===== src/rtl/ifu_pkg.sv =====
// +----------------------------------------------------------------------------+
// | ifu_pkg : shared widths, NOP encoding, FSM states and fetch-entry type     |
// | Rev 1.0                                                                    |
// +----------------------------------------------------------------------------+
`default_nettype none

package ifu_pkg;

  localparam int PC_WIDTH    = 32;
  localparam int INSTR_WIDTH = 32;

  localparam logic [INSTR_WIDTH-1:0] INSTR_NOP = 32'h0000_0013;

  typedef enum logic [1:0] {
    ST_BOOT  = 2'd0,
    ST_RUN   = 2'd1,
    ST_DRAIN = 2'd2
  } ifu_state_e;

  typedef struct packed {
    logic [PC_WIDTH-1:0]    pc;
    logic [INSTR_WIDTH-1:0] instr;
  } fetch_entry_t;

  function automatic logic [PC_WIDTH-1:0] word_align(input logic [PC_WIDTH-1:0] a);
    return a & ~PC_WIDTH'(3);
  endfunction

endpackage

`default_nettype wire


===== src/rtl/ifu_if.sv =====
// +----------------------------------------------------------------------------+
// | ifu_if : instruction bus (req/gnt request phase, in-order rvalid response) |
// | Rev 1.0                                                                    |
// +----------------------------------------------------------------------------+
`default_nettype none

interface ifu_if;
  import ifu_pkg::*;

  logic                   req;
  logic [PC_WIDTH-1:0]    addr;
  logic                   gnt;
  logic                   rvalid;
  logic [INSTR_WIDTH-1:0] rdata;

  modport master (output req, addr, input gnt, rvalid, rdata);
  modport slave  (input req, addr, output gnt, rvalid, rdata);

endinterface

`default_nettype wire


===== src/rtl/ifu_fifo.sv =====
// +----------------------------------------------------------------------------+
// | ifu_fifo : synchronous {pc,instr} fetch buffer with flush; head is direct  |
// | Rev 1.0                                                                    |
// +----------------------------------------------------------------------------+
`default_nettype none

module ifu_fifo
  import ifu_pkg::*;
#(
  parameter int DEPTH = 2
) (
  input  wire logic                   clk,
  input  wire logic                   rst_n,
  input  wire logic                   push_i,
  input  wire fetch_entry_t           push_data_i,
  input  wire logic                   pop_i,
  input  wire logic                   flush_i,
  output fetch_entry_t                head_o,
  output logic [$clog2(DEPTH):0]      count_o,
  output logic                        empty_o
);

  localparam int AW = $clog2(DEPTH);

  fetch_entry_t  mem_q [DEPTH];
  logic [AW-1:0] wr_ptr_q, wr_ptr_d;
  logic [AW-1:0] rd_ptr_q, rd_ptr_d;
  logic [AW:0]   count_q, count_d;

  // Storage needs no reset: the head is only consumed while count is nonzero.
  always_ff @(posedge clk) begin
    if (push_i && !flush_i) begin
      mem_q[wr_ptr_q] <= push_data_i;
    end
  end

  always_comb begin
    wr_ptr_d = wr_ptr_q;
    rd_ptr_d = rd_ptr_q;
    count_d  = count_q;
    if (flush_i) begin
      wr_ptr_d = '0;
      rd_ptr_d = '0;
      count_d  = '0;
    end else begin
      if (push_i) wr_ptr_d = wr_ptr_q + AW'(1);
      if (pop_i)  rd_ptr_d = rd_ptr_q + AW'(1);
      case ({push_i, pop_i})
        2'b10:   count_d = count_q + (AW+1)'(1);
        2'b01:   count_d = count_q - (AW+1)'(1);
        default: count_d = count_q;
      endcase
    end
  end

  always_ff @(posedge clk or negedge rst_n) begin
    if (!rst_n) begin
      wr_ptr_q <= '0;
      rd_ptr_q <= '0;
      count_q  <= '0;
    end else begin
      wr_ptr_q <= wr_ptr_d;
      rd_ptr_q <= rd_ptr_d;
      count_q  <= count_d;
    end
  end

  assign head_o  = mem_q[rd_ptr_q];
  assign count_o = count_q;
  assign empty_o = (count_q == '0);

endmodule

`default_nettype wire


===== src/rtl/ifu.sv =====
// +----------------------------------------------------------------------------+
// | ifu : instruction fetch unit (PC gen, bus issue, redirect drain, buffer)   |
// | Optional perf counters with IFU_PERF_CNT_EN.                  Rev 1.0      |
// +----------------------------------------------------------------------------+
`default_nettype none

module ifu
  import ifu_pkg::*;
#(
  parameter logic [PC_WIDTH-1:0] RESET_PC   = 32'h0000_0000,
  parameter int                  FIFO_DEPTH = 2
) (
  input  wire logic                   clk,
  input  wire logic                   rst_n,
  input  wire logic                   stall_i,
  input  wire logic                   jump_i,
  input  wire logic [PC_WIDTH-1:0]    jump_addr_i,
  ifu_if.master                       ibus,
  output logic [PC_WIDTH-1:0]         if_pc_o,
  output logic [INSTR_WIDTH-1:0]      if_instr_o,
  output logic                        if_valid_o
`ifdef IFU_PERF_CNT_EN
  ,
  output logic [31:0]                 perf_fetch_cnt_o,
  output logic [31:0]                 perf_bubble_cnt_o
`endif
);

  localparam int CW = $clog2(FIFO_DEPTH) + 1;
  localparam logic [CW:0] DEPTH_C = (CW+1)'(FIFO_DEPTH);

  ifu_state_e          state_q, state_d;
  logic [PC_WIDTH-1:0] fetch_pc_q, fetch_pc_d;
  logic [PC_WIDTH-1:0] resp_pc_q, resp_pc_d;
  logic [CW-1:0]       outst_q, outst_d;

  fetch_entry_t        w_head;
  fetch_entry_t        w_push_data;
  logic [CW-1:0]       w_fifo_count;
  logic                w_fifo_empty;
  logic [CW:0]         w_inflight;
  logic                w_req, w_issue, w_retire, w_resp_ok;
  logic                w_valid, w_fire, w_push, w_pop, w_flush;
  logic [PC_WIDTH-1:0] w_target;

  // Buffer space is reserved at issue time, so a returning word always fits.
  assign w_inflight = {1'b0, outst_q} + {1'b0, w_fifo_count};
  assign w_req      = (state_q == ST_RUN) && !jump_i && (w_inflight < DEPTH_C);
  assign w_issue    = w_req && ibus.gnt;
  assign w_retire   = ibus.rvalid && (outst_q != '0);
  assign w_resp_ok  = w_retire && (state_q == ST_RUN) && !jump_i;
  assign w_target   = word_align(jump_addr_i);

  assign ibus.req   = w_req;
  assign ibus.addr  = fetch_pc_q;

  always_comb begin
    outst_d = outst_q;
    case ({w_issue, w_retire})
      2'b10:   outst_d = outst_q + CW'(1);
      2'b01:   outst_d = outst_q - CW'(1);
      default: outst_d = outst_q;
    endcase
  end

  always_comb begin
    state_d    = state_q;
    fetch_pc_d = fetch_pc_q;
    resp_pc_d  = resp_pc_q;
    w_flush    = 1'b0;
    case (state_q)
      ST_BOOT: begin
        state_d = ST_RUN;
      end
      ST_RUN: begin
        if (jump_i) begin
          fetch_pc_d = w_target;
          resp_pc_d  = w_target;
          w_flush    = 1'b1;
          if (outst_d != '0) state_d = ST_DRAIN;
        end else begin
          if (w_issue)   fetch_pc_d = fetch_pc_q + PC_WIDTH'(4);
          if (w_resp_ok) resp_pc_d  = resp_pc_q + PC_WIDTH'(4);
        end
      end
      ST_DRAIN: begin
        // Wrong-path responses are discarded; nothing is issued until they are all back.
        if (jump_i) begin
          fetch_pc_d = w_target;
          resp_pc_d  = w_target;
        end
        if (outst_d == '0) state_d = ST_RUN;
      end
      default: begin
        state_d = ST_BOOT;
      end
    endcase
  end

  always_ff @(posedge clk or negedge rst_n) begin
    if (!rst_n) begin
      state_q    <= ST_BOOT;
      fetch_pc_q <= RESET_PC;
      resp_pc_q  <= RESET_PC;
      outst_q    <= '0;
    end else begin
      state_q    <= state_d;
      fetch_pc_q <= fetch_pc_d;
      resp_pc_q  <= resp_pc_d;
      outst_q    <= outst_d;
    end
  end

  // An empty buffer forwards the arriving word so a zero-wait bus gives 1 instr/cycle.
  always_comb begin
    w_valid    = 1'b0;
    if_pc_o    = fetch_pc_q;
    if_instr_o = INSTR_NOP;
    if (!jump_i) begin
      if (!w_fifo_empty) begin
        w_valid    = 1'b1;
        if_pc_o    = w_head.pc;
        if_instr_o = w_head.instr;
      end else if (w_resp_ok) begin
        w_valid    = 1'b1;
        if_pc_o    = resp_pc_q;
        if_instr_o = ibus.rdata;
      end
    end
  end

  assign if_valid_o        = w_valid;
  assign w_fire            = w_valid && !stall_i;
  assign w_pop             = w_fire && !w_fifo_empty;
  assign w_push            = w_resp_ok && !(w_fifo_empty && w_fire);
  assign w_push_data.pc    = resp_pc_q;
  assign w_push_data.instr = ibus.rdata;

  ifu_fifo #(
    .DEPTH (FIFO_DEPTH)
  ) u_fifo (
    .clk         (clk),
    .rst_n       (rst_n),
    .push_i      (w_push),
    .push_data_i (w_push_data),
    .pop_i       (w_pop),
    .flush_i     (w_flush),
    .head_o      (w_head),
    .count_o     (w_fifo_count),
    .empty_o     (w_fifo_empty)
  );

`ifdef IFU_PERF_CNT_EN
  logic [31:0] perf_fetch_q, perf_bubble_q;

  always_ff @(posedge clk or negedge rst_n) begin
    if (!rst_n) begin
      perf_fetch_q  <= '0;
      perf_bubble_q <= '0;
    end else begin
      if (w_fire)               perf_fetch_q  <= perf_fetch_q + 32'd1;
      if (!stall_i && !w_valid) perf_bubble_q <= perf_bubble_q + 32'd1;
    end
  end

  assign perf_fetch_cnt_o  = perf_fetch_q;
  assign perf_bubble_cnt_o = perf_bubble_q;
`endif

endmodule

`default_nettype wire

===== src/flat_wrapper.sv =====
// flat-port wrapper written by rule: the top's interface ports become plain ports
module ifu_flat import ifu_pkg::*;
#(
  parameter logic [PC_WIDTH-1:0] RESET_PC   = 32'h0000_0000,
  parameter int                  FIFO_DEPTH = 2
)
  (clk, rst_n, stall_i, jump_i, jump_addr_i, if_pc_o, if_instr_o, if_valid_o, ibus_req, ibus_addr, ibus_gnt, ibus_rvalid, ibus_rdata);
  ifu_if ibus_i ();
  input  wire logic clk;
  input  wire logic rst_n;
  input  wire logic stall_i;
  input  wire logic jump_i;
  input  wire logic [PC_WIDTH-1:0] jump_addr_i;
  output logic [PC_WIDTH-1:0] if_pc_o;
  output logic [INSTR_WIDTH-1:0] if_instr_o;
  output logic if_valid_o;
  output wire logic [$bits(ibus_i.req)-1:0] ibus_req;
  output wire logic [$bits(ibus_i.addr)-1:0] ibus_addr;
  input wire logic [$bits(ibus_i.gnt)-1:0] ibus_gnt;
  input wire logic [$bits(ibus_i.rvalid)-1:0] ibus_rvalid;
  input wire logic [$bits(ibus_i.rdata)-1:0] ibus_rdata;
  assign ibus_req = ibus_i.req;
  assign ibus_addr = ibus_i.addr;
  assign ibus_i.gnt = ibus_gnt;
  assign ibus_i.rvalid = ibus_rvalid;
  assign ibus_i.rdata = ibus_rdata;
  ifu #(.RESET_PC(RESET_PC), .FIFO_DEPTH(FIFO_DEPTH)) u_core (.clk(clk), .rst_n(rst_n), .stall_i(stall_i), .jump_i(jump_i), .jump_addr_i(jump_addr_i), .ibus(ibus_i), .if_pc_o(if_pc_o), .if_instr_o(if_instr_o), .if_valid_o(if_valid_o));
endmodule

===== config.mk =====
export PLATFORM = sky130hd
export DESIGN_NAME = ifu_flat
export DESIGN_NICKNAME = d
export VERILOG_FILES = /design/src/rtl/ifu_pkg.sv /design/src/rtl/ifu_if.sv /design/src/rtl/ifu_fifo.sv /design/src/rtl/ifu.sv /design/src/flat_wrapper.sv
export SDC_FILE = /design/constraint.sdc
export NUM_CORES = 1
export LEC_CHECK = 0
export BUFFER_PORTS_ARGS = -buffer_cell sky130_fd_sc_hd__buf_4
export CELL_PAD_IN_SITES_DETAIL_PLACEMENT = 1
export CELL_PAD_IN_SITES_GLOBAL_PLACEMENT = 2
export CORE_MARGIN = 1.5
export CORE_UTILIZATION = 32
export CTS_CLUSTER_DIAMETER = 40
export DETAILED_ROUTE_END_ITERATION = 10
export PLACE_DENSITY_LB_ADDON = 0.1
export SKIP_LAST_GASP = 1
export SLEW_MARGIN = 25
export SYNTH_ARGS = -nofsm -noshare
export SYNTH_HDL_FRONTEND = slang
export SYNTH_SLANG_ARGS = --single-unit

===== constraint.sdc =====
create_clock -name clk -period 5.8 [get_ports clk]
set_input_delay 0.58 -clock clk [delete_from_list [all_inputs] [get_ports clk]]
set_output_delay 0.58 -clock clk [all_outputs]
set_load 0.02 [all_outputs]

Word-level counts from Yosys, hierarchy flattened --
Memories as Yosys holds them, arrays and structs flattened. Cells that the tools add are included.
Storage, ports and cells: memories 1, output and inout port bits 98, register bits 72, RAM bits 128, bits of input ports 70
Memories:
- u_core.u_fifo.mem_q | depth 2, width 64, rd ports 1, clocked after memory_dff 0, write ports 1, line ifu_fifo.sv:25 | fetch_entry_t mem_q [DEPTH];
Operators by class: equal/unequal tests 12, add/subtract/negate cells 9, reductions and logical operators 28, $lt $le $gt $ge 1, muxes and demuxes 31
Operators by type and width (number):
- 2-to-1 mux 32 bit | 11
- one-hot mux 32 bit (2 select lines) | 2
- adder 32 x 3 -> 32 bit (second input constant) | 2
- logical AND 1 bit | 11
- 2-to-1 mux 1 bit | 11
- nonzero test 2 bit | 5
- AND reduction 3 bit | 3
- 2-to-1 mux 2 bit | 4
- one-hot mux 2 bit (2 select lines) | 2
- == test 2 x 1 -> 1 bit (second input constant) | 3
- == test 2 bit (second input constant) | 3
- logical NOT 2 bit | 3
- inequality test 2 bit (second input constant) | 3
- inequality test 3 x 2 -> 1 bit (second input constant) | 2
- one-hot mux 2 bit (3 select lines) | 1
- logical NOT 1 bit | 5
- adder 2 x 1 -> 2 bit (second input constant) | 2
- subtractor 2 x 1 -> 2 bit (second input constant) | 2
- adder 2 x 2 -> 3 bit | 1
- less-than comparator 3 x 2 -> 1 bit (second input constant) | 1
- nonzero test 3 bit | 1
- adder 1 bit (second input constant) | 2
- inequality test 2 x 1 -> 1 bit (second input constant) | 1

Longest topological paths before layout --
depth after elaboration 14, mapped depth 11, gate-level depth less buffers 10

Cells and area by module --
From an unflattened synthesis, not the netlist that was laid out.
Unflattened totals: cell total of the unflattened synthesis 861, area, all modules 10032.1 sq um
By module, submodules not included:
- ifu_fifo | area an instance 5029.8 sq um, cells each 218, times used 1, seq. area each 3943.8 sq um
- ifu | area an instance 5002.3 sq um, cells each 643, times used 1, seq. area each 1601.5 sq um

Worst setup path before layout --
No wires, ideal clock.
kind register -> register, from register u_core.state_q[1], to memory u_core.u_fifo.mem_q[0][0] (netlist name), enable pin, cell stages (with the launch flop) 9, setup time 558 ps, arrival time 5696 ps, clock period less this slack 6254 ps, setup slack -454 ps, path buffers 3, cell sequence dfrtp_1 > inv_1 > ha_1 > buf_2 > o211a_1 > nand2b_1 > clkbuf_1 > clkbuf_1 > nor3_1
On the way: cells in the longest elaborated chain, start to end 13
RTL lines:
- start, declared | line ifu.sv:32 | ifu_state_e state_q, state_d;
- start signal, assigned | line ifu.sv:107 | state_q <= state_d;
- == test 2 x 1 -> 1 bit (*) | line ifu.sv:51, ifu.sv:71
- logical AND 1 bit (2 in a row) | line ifu.sv:51 | assign w_resp_ok = w_retire && (state_q == ST_RUN) && !jump_i;
- 2-to-1 mux 1 bit | line ifu.sv:124 | end else if (w_resp_ok) begin
- 2-to-1 mux 1 bit | line ifu.sv:120 | if (!w_fifo_empty) begin
- 2-to-1 mux 1 bit | line ifu.sv:119 | if (!jump_i) begin
- logical AND 1 bit | line ifu.sv:133 | assign w_fire = w_valid && !stall_i;
- logical AND 1 bit | line ifu.sv:135 | assign w_push = w_resp_ok && !(w_fifo_empty && w_fire);
- logical NOT 1 bit | line ifu.sv:135
- logical AND 1 bit | line ifu.sv:135
- logical AND 1 bit (*) | line ifu_fifo.sv:32 | if (push_i && !flush_i) begin
- 2-to-1 mux 1 bit (*) | line ifu_fifo.sv:32
- 2-to-1 mux 1 bit (implied by the code) (*) | line ifu_fifo.sv:33 | mem_q[wr_ptr_q] <= push_data_i;
- end, declared | line ifu_fifo.sv:25
Mark *: on every way between the ends. The rest lies on a longest branch, timed or not.

Final worst setup path --
from register u_core.state_q[1], to output if_pc_o[2]
On the way: cells in the longest elaborated chain, start to end 6
RTL lines:
- == test 2 x 1 -> 1 bit | line ifu.sv:51
- logical AND 1 bit (2 in a row) | line ifu.sv:51
- 2-to-1 mux 32 bit | line ifu.sv:124
- 2-to-1 mux 32 bit | line ifu.sv:120
- 2-to-1 mux 32 bit | line ifu.sv:119
- end, declared | line flat_wrapper.sv:14 | output logic [PC_WIDTH-1:0] if_pc_o;
No other way between the ends.

==> key figures <==
Cells and area
  – Cell area after layout: 12000 µm²
  – Most frequent cells in the layout: 175 x buf_4, 124 x edfxtp_1, 115 x nand2_1
  – # diodes: 0
  – Share of cells above drive strength 1: 20.6%
  – Commonest non-fill, non-tap cell in the layout: buf_4
  – Final net count: 1171
  – Area Overhead vs Synth: 21.4%

GRT
  – Met2 Use GR: 32.0%
  – Total track usage: 20.3%
  – Grt met1 use: 29.7%
  – Met3 Usage GRT: 2.37%
  – Gr ovfl total: 0
  – Vias in the first global route: 8185
  – Pin count of the biggest net entering global routing: 64
  – Layer with the highest usage: met2
  – First-pass GRT wire length: 49200 µm
  – Initial antenna violation count: 0

Floorplan
  – FP Rows: 64
  – Core Region: 30500 µm²
  – Die height: 179 µm
  – Starting Density: 32.5%
  – I/O pins: 168
  – DIE WIDTH: 179 µm
  – Die Area: 32000 µm²

Timing
  – Final Worst Setup Slack: 1880 ps
  – Max-slew violation count: 0
  – Least-Margin Pin Slew: 979 ps
  – Final hold vios: 0
  – Slew HR: 34.6%
  – Peak Freq: 0.255 GHz
  – Fin crit share: 67.6%
  – Final Skew: 22.0 ps
  – Min Tclk post-route: 3920 ps
  – # setup viols final: 0
  – RSZ-0062 raised after global routing: false

Placement
  – Area after DPL: 11400 µm²
  – Dpl hpwl: 21500 µm
  – Placement Setup Slack: 2230 ps
  – GP Congestion: 0.792
  – IO buf count: 161

Clock network
  – Clock-pin slew on the worst setup and hold paths: 90 ps
  – Resized cells post-CTS: 0
  – Clock Path Buffers: 2
  – Setup repair bufs after CTS: 0
  – TritonCTS clock tree: built
  – Root Buffer: clkbuf_16
  – CTS H-tree lvls: 4
  – CTS Buf Count: 17
  – Hold Buf Count CTS: 0
  – Worst-Skew Late Latency: 450 ps
  – Num Clock Sinks: 192

Min path
  – Hold WC Path Type: input port to asynchronous set/reset pin

Routing
  – DRC viols: 0
  – WL final: 31700 µm
  – Iteration-0 DRC Markers: 551
  – Post-route ant nets: 0
  – Routed vias: 8163
  – DR pass1 iterations: 5
  – DR WL/cell: 21.1 µm
  – Vias/cell: 5.43

Synthesis
  – Asr flop ratio synth: 35.4%
  – Area share of the largest cell type after synthesis: 37.6%
  – EDFF count, synth: 124
  – Post-Syn Area: 9900 µm²
  – YS warnings: 0
  – Synth Register Bits: 192
  – Main synth FF type: edfxtp_1
  – Cell count after synthesis: 973
  – Synth cell types: 69
  – Top cells by area in the synthesized netlist: edfxtp_1 38%, dfrtp_1 17%, nand2_1 4.4%
  – Yosys top cell by area: edfxtp_1
  – Syn_area_per_cell: 10.2 µm²
  – Sequential area share after synthesis: 54.8%

Critical path
  – Slowest stage delay, CP: 800 ps
  – Crit-path cells: inv_1, ha_1, nand2_1, nor2_2, buf_4, nand2_1, a31oi_1, buf_4
  – Setup Crit Path Kind: flip-flop to output port
  – WP data required: 5220 ps
  – Critical Path End Type: output port
  – R2R Setup Slk: 2610 ps
  – Worst Path Buf+Inv: 3
  – Critical Path Fanout Max: 19
  – Cell family with most CP delay: simple AND/OR/NAND/NOR gates
  – Critical Path Start Type: flip-flop
  – CP max-delay cell: nor2_2
  – Critical Path AT: 3340 ps

Run status
  – Outcome: completed

Run
  – Max_cap viols: 0

Pwr
  – Lkg Pwr: 0.00449 µW
  – Power per cell area: 536 nW/µm²
  – Worst IR Drop VDD: 0.205 mV
[per-layer routing]
layer | wire length (µm) | up-vias
met3 | 1160 | 16
li1 | - | 3893
met5 | 0 | -
met4 | 250 | 0
met2 | 14600 | 171
met1 | 15800 | 4083
[state kept, by name, summed over array words and instances, names as in the netlist]
| register | count |
|---|---|
| u_core.state_q | 2 |
| u_core.u_fifo.rd_ptr_q | 1 |
| u_core.ibus.addr | 30 |
| u_core.u_fifo.count_o | 2 |
| u_core.u_fifo.mem_q | 124 |
| u_core.outst_q | 2 |
| u_core.u_fifo.wr_ptr_q | 1 |
| u_core.resp_pc_q | 30 |
[synthesized netlist by cell type, drive strengths merged, types with 4 or more instances]
master / number
a211oi: 30
a21oi: 54
a22o: 6
a2bb2oi: 12
a31oi: 68
a41o: 4
and2: 5
and3: 18
and4: 5
buf: 22
clkbuf: 55
dfrtp: 68
edfxtp: 124
ha: 7
inv: 14
mux2i: 33
nand2: 115
nand2b: 9
nand3: 33
nand4: 13
nor2: 99
nor2b: 29
nor3: 14
o211ai: 9
o21ai: 38
o22a: 4
o22ai: 18
o31a: 4
o32ai: 6
or3: 5
[cell families (layout without fill, tap and decap cells)]
logic type	after synthesis	after routing	synth area share (%)
AOI/OAI and AO/OA	282	282	18.9
xor gates and xnor gates	5	5	0.442
adders and majority gates	8	8	1.09
buffers and inverters	91	221	3.82
DFF	192	192	54.8
muxes	34	34	3.45
other	1	4	0.0379
and+or+nand+nor	360	360	17.5
[per-stage QoR]
step	total power, µW	std cells	util, %	setup TNS, ps	hold slack (ps)
after floorplan	4100	976	-	-56310	284
after global placement	5290	1470	37.5	0	512
after detailed placement	5330	1470	37.5	0	510
after CTS	6530	1502	39.4	0	34.4
after global routing	6900	1502	39.4	0	37.1
final	6450	1502	39.4	0	38.0
[report_power, final]
| group | internal, µW | total [µW] | switching, µW |
|---|---|---|---|
| clock network | 581 | 1180 | 599 |
| registers | 1810 | 2360 | 553 |
| logic | 1120 | 2900 | 1790 |
| total | 3510 | 6450 | 2940 |
[cell type report]
cell class | instances | area [µm²]
flip-flops and latches | 192 | 5430
well taps | 396 | 495
inverters | 14 | 52.6
repair buffers | 175 | 1310
clock buffers | 17 | 425
fillers | 3436 | 18500
clock inverters | 15 | 163
multi-input cells | 693 | 4140
[worst paths after layout]
path / from / end / cells after the start
setup / recovery: u_core.state_q[1] / if_pc_o[2] / 8
hold / removal: rst_n / u_core.resp_pc_q[27] / 1
setup reg to reg: u_core.state_q[1] / u_core.u_fifo.mem_q[0][53] / 7
hold reg to reg: u_core.resp_pc_q[14] / u_core.u_fifo.mem_q[1][46] / 0
max in group asynchronous: rst_n / u_core.resp_pc_q[23] / 2
min in group clk: ibus_rdata[1] / u_core.u_fifo.mem_q[1][1] / 1
No activity file was read; power rests on OpenSTA's default activity.
